## src/rtl/multi_port_reg_file_if.sv

```systemverilog
// Bus bundle for the multi-port register file: two read ports, one write port,
// clear request and status. The master drives addresses and data; the slave returns read data.
interface multi_port_reg_file_if #(
  parameter int ADDR_W = 2,
  parameter int DATA_W = 8
);
  logic [ADDR_W-1:0] a1;
  logic [ADDR_W-1:0] a2;
  logic [ADDR_W-1:0] aWrite;
  logic [DATA_W-1:0] dataIn;
  logic              load;
  logic              clrReq;
  logic [DATA_W-1:0] out1;
  logic [DATA_W-1:0] out2;
  logic              valid1;
  logic              valid2;
  logic              busy;

  modport master (
    output a1, a2, aWrite, dataIn, load, clrReq,
    input  out1, out2, valid1, valid2, busy
  );

  modport slave (
    input  a1, a2, aWrite, dataIn, load, clrReq,
    output out1, out2, valid1, valid2, busy
  );
endinterface

```

## src/rtl/multi_port_reg_file.sv

```systemverilog
// Register file with two combinational read ports, one write port and per-entry valid bits.
// A clear sequence zeroes one entry per cycle. Optional write-to-read forwarding and a hardwired zero register.
module multi_port_reg_file #(
  parameter int ADDR_W   = 2,
  parameter int DATA_W   = 8,
  parameter bit ZERO_REG = 1'b0,
  parameter bit BYPASS   = 1'b1
) (
  input  logic                    clk,
  input  logic                    rst,
  multi_port_reg_file_if.slave    bus
);
  localparam int DEPTH = 1 << ADDR_W;

  typedef enum logic {IDLE, CLEAR} state_t;

  state_t            r_state;
  logic [ADDR_W-1:0] r_ptr;

  logic [DATA_W-1:0] w_data  [DEPTH];
  logic              w_valid [DEPTH];
  logic              w_busy;
  logic              w_wr_en;
  logic [ADDR_W-1:0] w_addr  [2];
  logic [DATA_W-1:0] w_rd    [2];
  logic              w_rd_v  [2];

  assign w_busy  = (r_state == CLEAR);
  // A write to the hardwired zero register must neither store nor forward.
  assign w_wr_en = bus.load && !w_busy && !(ZERO_REG && (bus.aWrite == '0));

  always_ff @(posedge clk or posedge rst) begin
    if (rst) begin
      r_state <= IDLE;
      r_ptr   <= '0;
    end else begin
      case (r_state)
        IDLE: begin
          if (bus.clrReq) begin
            r_state <= CLEAR;
            r_ptr   <= '0;
          end
        end
        CLEAR: begin
          r_ptr <= r_ptr + 1'b1;
          if (r_ptr == ADDR_W'(DEPTH - 1)) begin
            r_state <= IDLE;
          end
        end
        default: r_state <= IDLE;
      endcase
    end
  end

  genvar gi;
  generate
    for (gi = 0; gi < DEPTH; gi++) begin : gen_reg
      logic [DATA_W-1:0] r_data;
      logic              r_vld;

      always_ff @(posedge clk or posedge rst) begin
        if (rst) begin
          r_data <= '0;
          r_vld  <= 1'b0;
        end else if (w_busy && (r_ptr == ADDR_W'(gi))) begin
          r_data <= '0;
          r_vld  <= 1'b0;
        end else if (w_wr_en && (bus.aWrite == ADDR_W'(gi))) begin
          r_data <= bus.dataIn;
          r_vld  <= 1'b1;
        end
      end

      assign w_data[gi]  = r_data;
      assign w_valid[gi] = r_vld;
    end

    assign w_addr[0] = bus.a1;
    assign w_addr[1] = bus.a2;

    for (gi = 0; gi < 2; gi++) begin : gen_rd
      logic [DATA_W-1:0] w_out;
      logic              w_out_v;

      always_comb begin
        w_out   = w_data[w_addr[gi]];
        w_out_v = w_valid[w_addr[gi]];
        if (ZERO_REG && (w_addr[gi] == '0)) begin
          w_out   = '0;
          w_out_v = 1'b1;
        end else if (BYPASS && w_wr_en && (w_addr[gi] == bus.aWrite)) begin
          w_out   = bus.dataIn;
          w_out_v = 1'b1;
        end
      end

      assign w_rd[gi]   = w_out;
      assign w_rd_v[gi] = w_out_v;
    end
  endgenerate

  assign bus.out1   = w_rd[0];
  assign bus.out2   = w_rd[1];
  assign bus.valid1 = w_rd_v[0];
  assign bus.valid2 = w_rd_v[1];
  assign bus.busy   = w_busy;
endmodule
```

## src/flat_wrapper.sv

```systemverilog
// flat-port wrapper written by rule: the top's interface ports become plain ports
module multi_port_reg_file_flat 
#(
  parameter int ADDR_W   = 2,
  parameter int DATA_W   = 8,
  parameter bit ZERO_REG = 1'b0,
  parameter bit BYPASS   = 1'b1
)
  (clk, rst, bus_a1, bus_a2, bus_aWrite, bus_dataIn, bus_load, bus_clrReq, bus_out1, bus_out2, bus_valid1, bus_valid2, bus_busy);
  multi_port_reg_file_if #(.ADDR_W(ADDR_W), .DATA_W(DATA_W)) bus_i ();
  input  logic clk;
  input  logic rst;
  input wire logic [$bits(bus_i.a1)-1:0] bus_a1;
  input wire logic [$bits(bus_i.a2)-1:0] bus_a2;
  input wire logic [$bits(bus_i.aWrite)-1:0] bus_aWrite;
  input wire logic [$bits(bus_i.dataIn)-1:0] bus_dataIn;
  input wire logic [$bits(bus_i.load)-1:0] bus_load;
  input wire logic [$bits(bus_i.clrReq)-1:0] bus_clrReq;
  output wire logic [$bits(bus_i.out1)-1:0] bus_out1;
  output wire logic [$bits(bus_i.out2)-1:0] bus_out2;
  output wire logic [$bits(bus_i.valid1)-1:0] bus_valid1;
  output wire logic [$bits(bus_i.valid2)-1:0] bus_valid2;
  output wire logic [$bits(bus_i.busy)-1:0] bus_busy;
  assign bus_i.a1 = bus_a1;
  assign bus_i.a2 = bus_a2;
  assign bus_i.aWrite = bus_aWrite;
  assign bus_i.dataIn = bus_dataIn;
  assign bus_i.load = bus_load;
  assign bus_i.clrReq = bus_clrReq;
  assign bus_out1 = bus_i.out1;
  assign bus_out2 = bus_i.out2;
  assign bus_valid1 = bus_i.valid1;
  assign bus_valid2 = bus_i.valid2;
  assign bus_busy = bus_i.busy;
  multi_port_reg_file #(.ADDR_W(ADDR_W), .DATA_W(DATA_W), .ZERO_REG(ZERO_REG), .BYPASS(BYPASS)) u_core (.clk(clk), .rst(rst), .bus(bus_i));
endmodule
```

## config.mk

```make
export PLATFORM = sky130hd
export DESIGN_NAME = multi_port_reg_file_flat
export DESIGN_NICKNAME = d
export VERILOG_FILES = /design/src/rtl/multi_port_reg_file_if.sv /design/src/rtl/multi_port_reg_file.sv /design/src/flat_wrapper.sv
export SDC_FILE = /design/constraint.sdc
export NUM_CORES = 1
export LEC_CHECK = 0
export CAP_MARGIN = 20
export CORE_ASPECT_RATIO = 1.4
export CORE_UTILIZATION = 35
export DETAILED_ROUTE_END_ITERATION = 8
export PLACE_DENSITY = 0.64
export SYNTH_ARGS = -nofsm -noshare
export SYNTH_HDL_FRONTEND = slang
export SYNTH_SLANG_ARGS = --single-unit
```

## constraint.sdc

```tcl
create_clock -name clk -period 4.9 [get_ports clk]
set_clock_uncertainty 0.15 [all_clocks]
set_input_delay 0.735 -clock clk [delete_from_list [all_inputs] [get_ports clk]]
set_output_delay 0.735 -clock clk [all_outputs]
set_load 0.05 [all_outputs]
```

==> metrics.txt <==
Seq/Total Area, Yosys=0.399; Synth Register Bits=39; Post-Layout Cell Count=337; Detailed Route WL=5860 um; fin crit period=4160 ps; clk sink count=39; Initial Utilization=0.368; count leader, synth=nand2_1; die area=7340 sq um; PortBufs=36; post-cts hold buffer count=0; DP Cell Count=329; die height=101 um; cts bufs inserted=5; mean routed wirelength per cell=17.4 um; RD Place Congestion=0.757; Final nets=266; GRT Util Overall=0.177; CP Max Fanout=10; setup bufs post-CTS=0; Top Usage Layer GRT=met2; Synth area leader=dfrtp_1; worst vdd ir=178 uV; # Max-Cap Violations=0; CTS Buffer Depth=2; GRT Residual Overflow=0; Vias=1,692; Clock transition at path regs=90 ps; syn avg cell area=11.6 sq um; R2R setup slack=2710 ps; Reg-to-Reg Start=u_core.bus.busy$_DFF_PP0_; Post-DP HPWL=3980 um; Post-synth EDFFs=0; Yosys top cell area share=0.399; First-pass DRT Iterations=4; layout cells sized above 1=0.204; met2 Use GR=0.322; period utilisation layout=0.850; Worst Path Required=4010 ps; largest net degree at the start of global routing=40; area grow syn2layout=20.4%; # setup viols final=0; initial antenna violation count=0; Hold Crit Depth=1; P_leak=1.28 nW; slew margin rel.=0.360; Hold/Removal Path Class=flip-flop to flip-flop; Slew Viols, Final=0; Syn. warnings=0; Synth Instances=211; DRC=0; reg-to-reg critical path endpoint=u_core.gen_reg[0].r_data[5]$_DFFE_PP0P_; num rows=35; Pwr Density=550 nW/um^2; critical path class=input port to output pin; vias in the first global route=1,772; Hold Path End=u_core.gen_reg[0].r_vld$_DFFE_PP0P_; Worst Tran Pin Value=956 ps; FF-to-FF path depth=2; CTS tree=done; Arr. time, crit path=3280 ps; CP startpoint=bus_a2[0]; ANT cells=0; drt first-iter violations=146; Hold Fails Final Rpt=0; Post-synth top flop=dfrtp_1; RSZ-0062 raised after global routing=false; Synth top cells by count=nand2_1 (57), dfrtp_1 (39), o21ai_0 (19); Routed Antenna Nets=0; mapped cell area=2450 sq um; CP Capture Type=output pin; ys async rst share=1.00; Root Buffer=clkbuf_8; Yosys cell types=25; synthesized net count=233; met1 usage=0.210; global routing usage on met3=0.0240; top cells by area, synth=dfrtp_1 (40%), mux4_2 (17%), mux2_4 (9.8%); clk_lat worst skew=290 ps; first-pass GRT wire length=9500 um; post-CTS sizing=0; outcome=complete, no violations; Die Width=72.7 um; Setup TNS=0 ps; H-tree level count=2; Achievable Freq=240 MHz; core area=6660 sq um; hold path start=u_core.gen_reg[0].r_vld$_DFFE_PP0P_; io pins=37; crit start category=input port; vias per inst=5.02
[routing by layer]
metal  share of wire  routed length, um
met1            0.41               2390
met2            0.55               3200
met3           0.027                160
met4           0.018                104
met5               0                  0
[layout make-up]
type | instances | area (sq um)
fill | 655 | 3710
sequential | 39 | 976
clock inverter | 3 | 43.8
tap | 92 | 115
clock buffer | 5 | 68.8
multi-input combinational | 153 | 1340
timing repair buffer | 39 | 383
inverter | 6 | 22.5
[worst max-delay path: stages]
cell,delay [ps]
clkdlybuf4s50_1,780
xnor2_1,430
nand3_4,250
mux2_4,370
clkdlybuf4s50_1,710
[report_power, final]
group	internal, mW	switching [mW]	total [mW]
registers	0.437	0.106	0.544
clock network	0.152	0.124	0.276
logic	0.350	0.454	0.804
[worst max-delay path by stage]
stage	to	cells past startpoint
floorplan	bus_out1[0]	4
global placement	bus_out1[0]	5
detailed placement	bus_out2[0]	5
CTS	bus_out1[7]	5
global route	bus_out2[7]	5
finish	bus_out2[7]	5
[sequential cells by signal (all words and copies together), names as in the netlist]
signal,count
u_core.r_ptr,2
u_core.gen.r_vld,4
u_core.bus.busy,1
u_core.gen.r_data,32
[kinds of logic after synthesis]
logic type	share of synthesized area
xor+xnor	0.0143
mux	0.301
fa+ha+maj	0.0204
flops	0.399
compound gates	0.0807
simple gates	0.131
buf+inv	0.0542
[placed cells by master (no fill, tap or decap), types with 6 or more instances in the layout]
cell	instances
nand2_1	57
dfrtp_1	39
clkdlybuf4s50_1	36
o21ai_0	19
mux4_2	18
mux2_4	16
mux2i_1	8
a21oi_1	7
o21ai_1	6
inv_1	6
[per-stage QoR]
| step | power [mW] | hold slack (ps) | instance area [sq um] | setup slack, ps | util |
|---|---|---|---|---|---|
| finish | 1.62 | 361 | 2950 | 736 | 0.443 |
| global route | 1.72 | 384 | 2950 | 552 | 0.443 |
| floorplan | 1.13 | 311 | 2450 | 2290 | - |
| global placement | 1.34 | 327 | 2840 | 714 | 0.426 |
| CTS | 1.64 | 363 | 2950 | 703 | 0.443 |
| detailed placement | 1.36 | 343 | 2840 | 717 | 0.426 |
(Power assumes the default switching activity.)
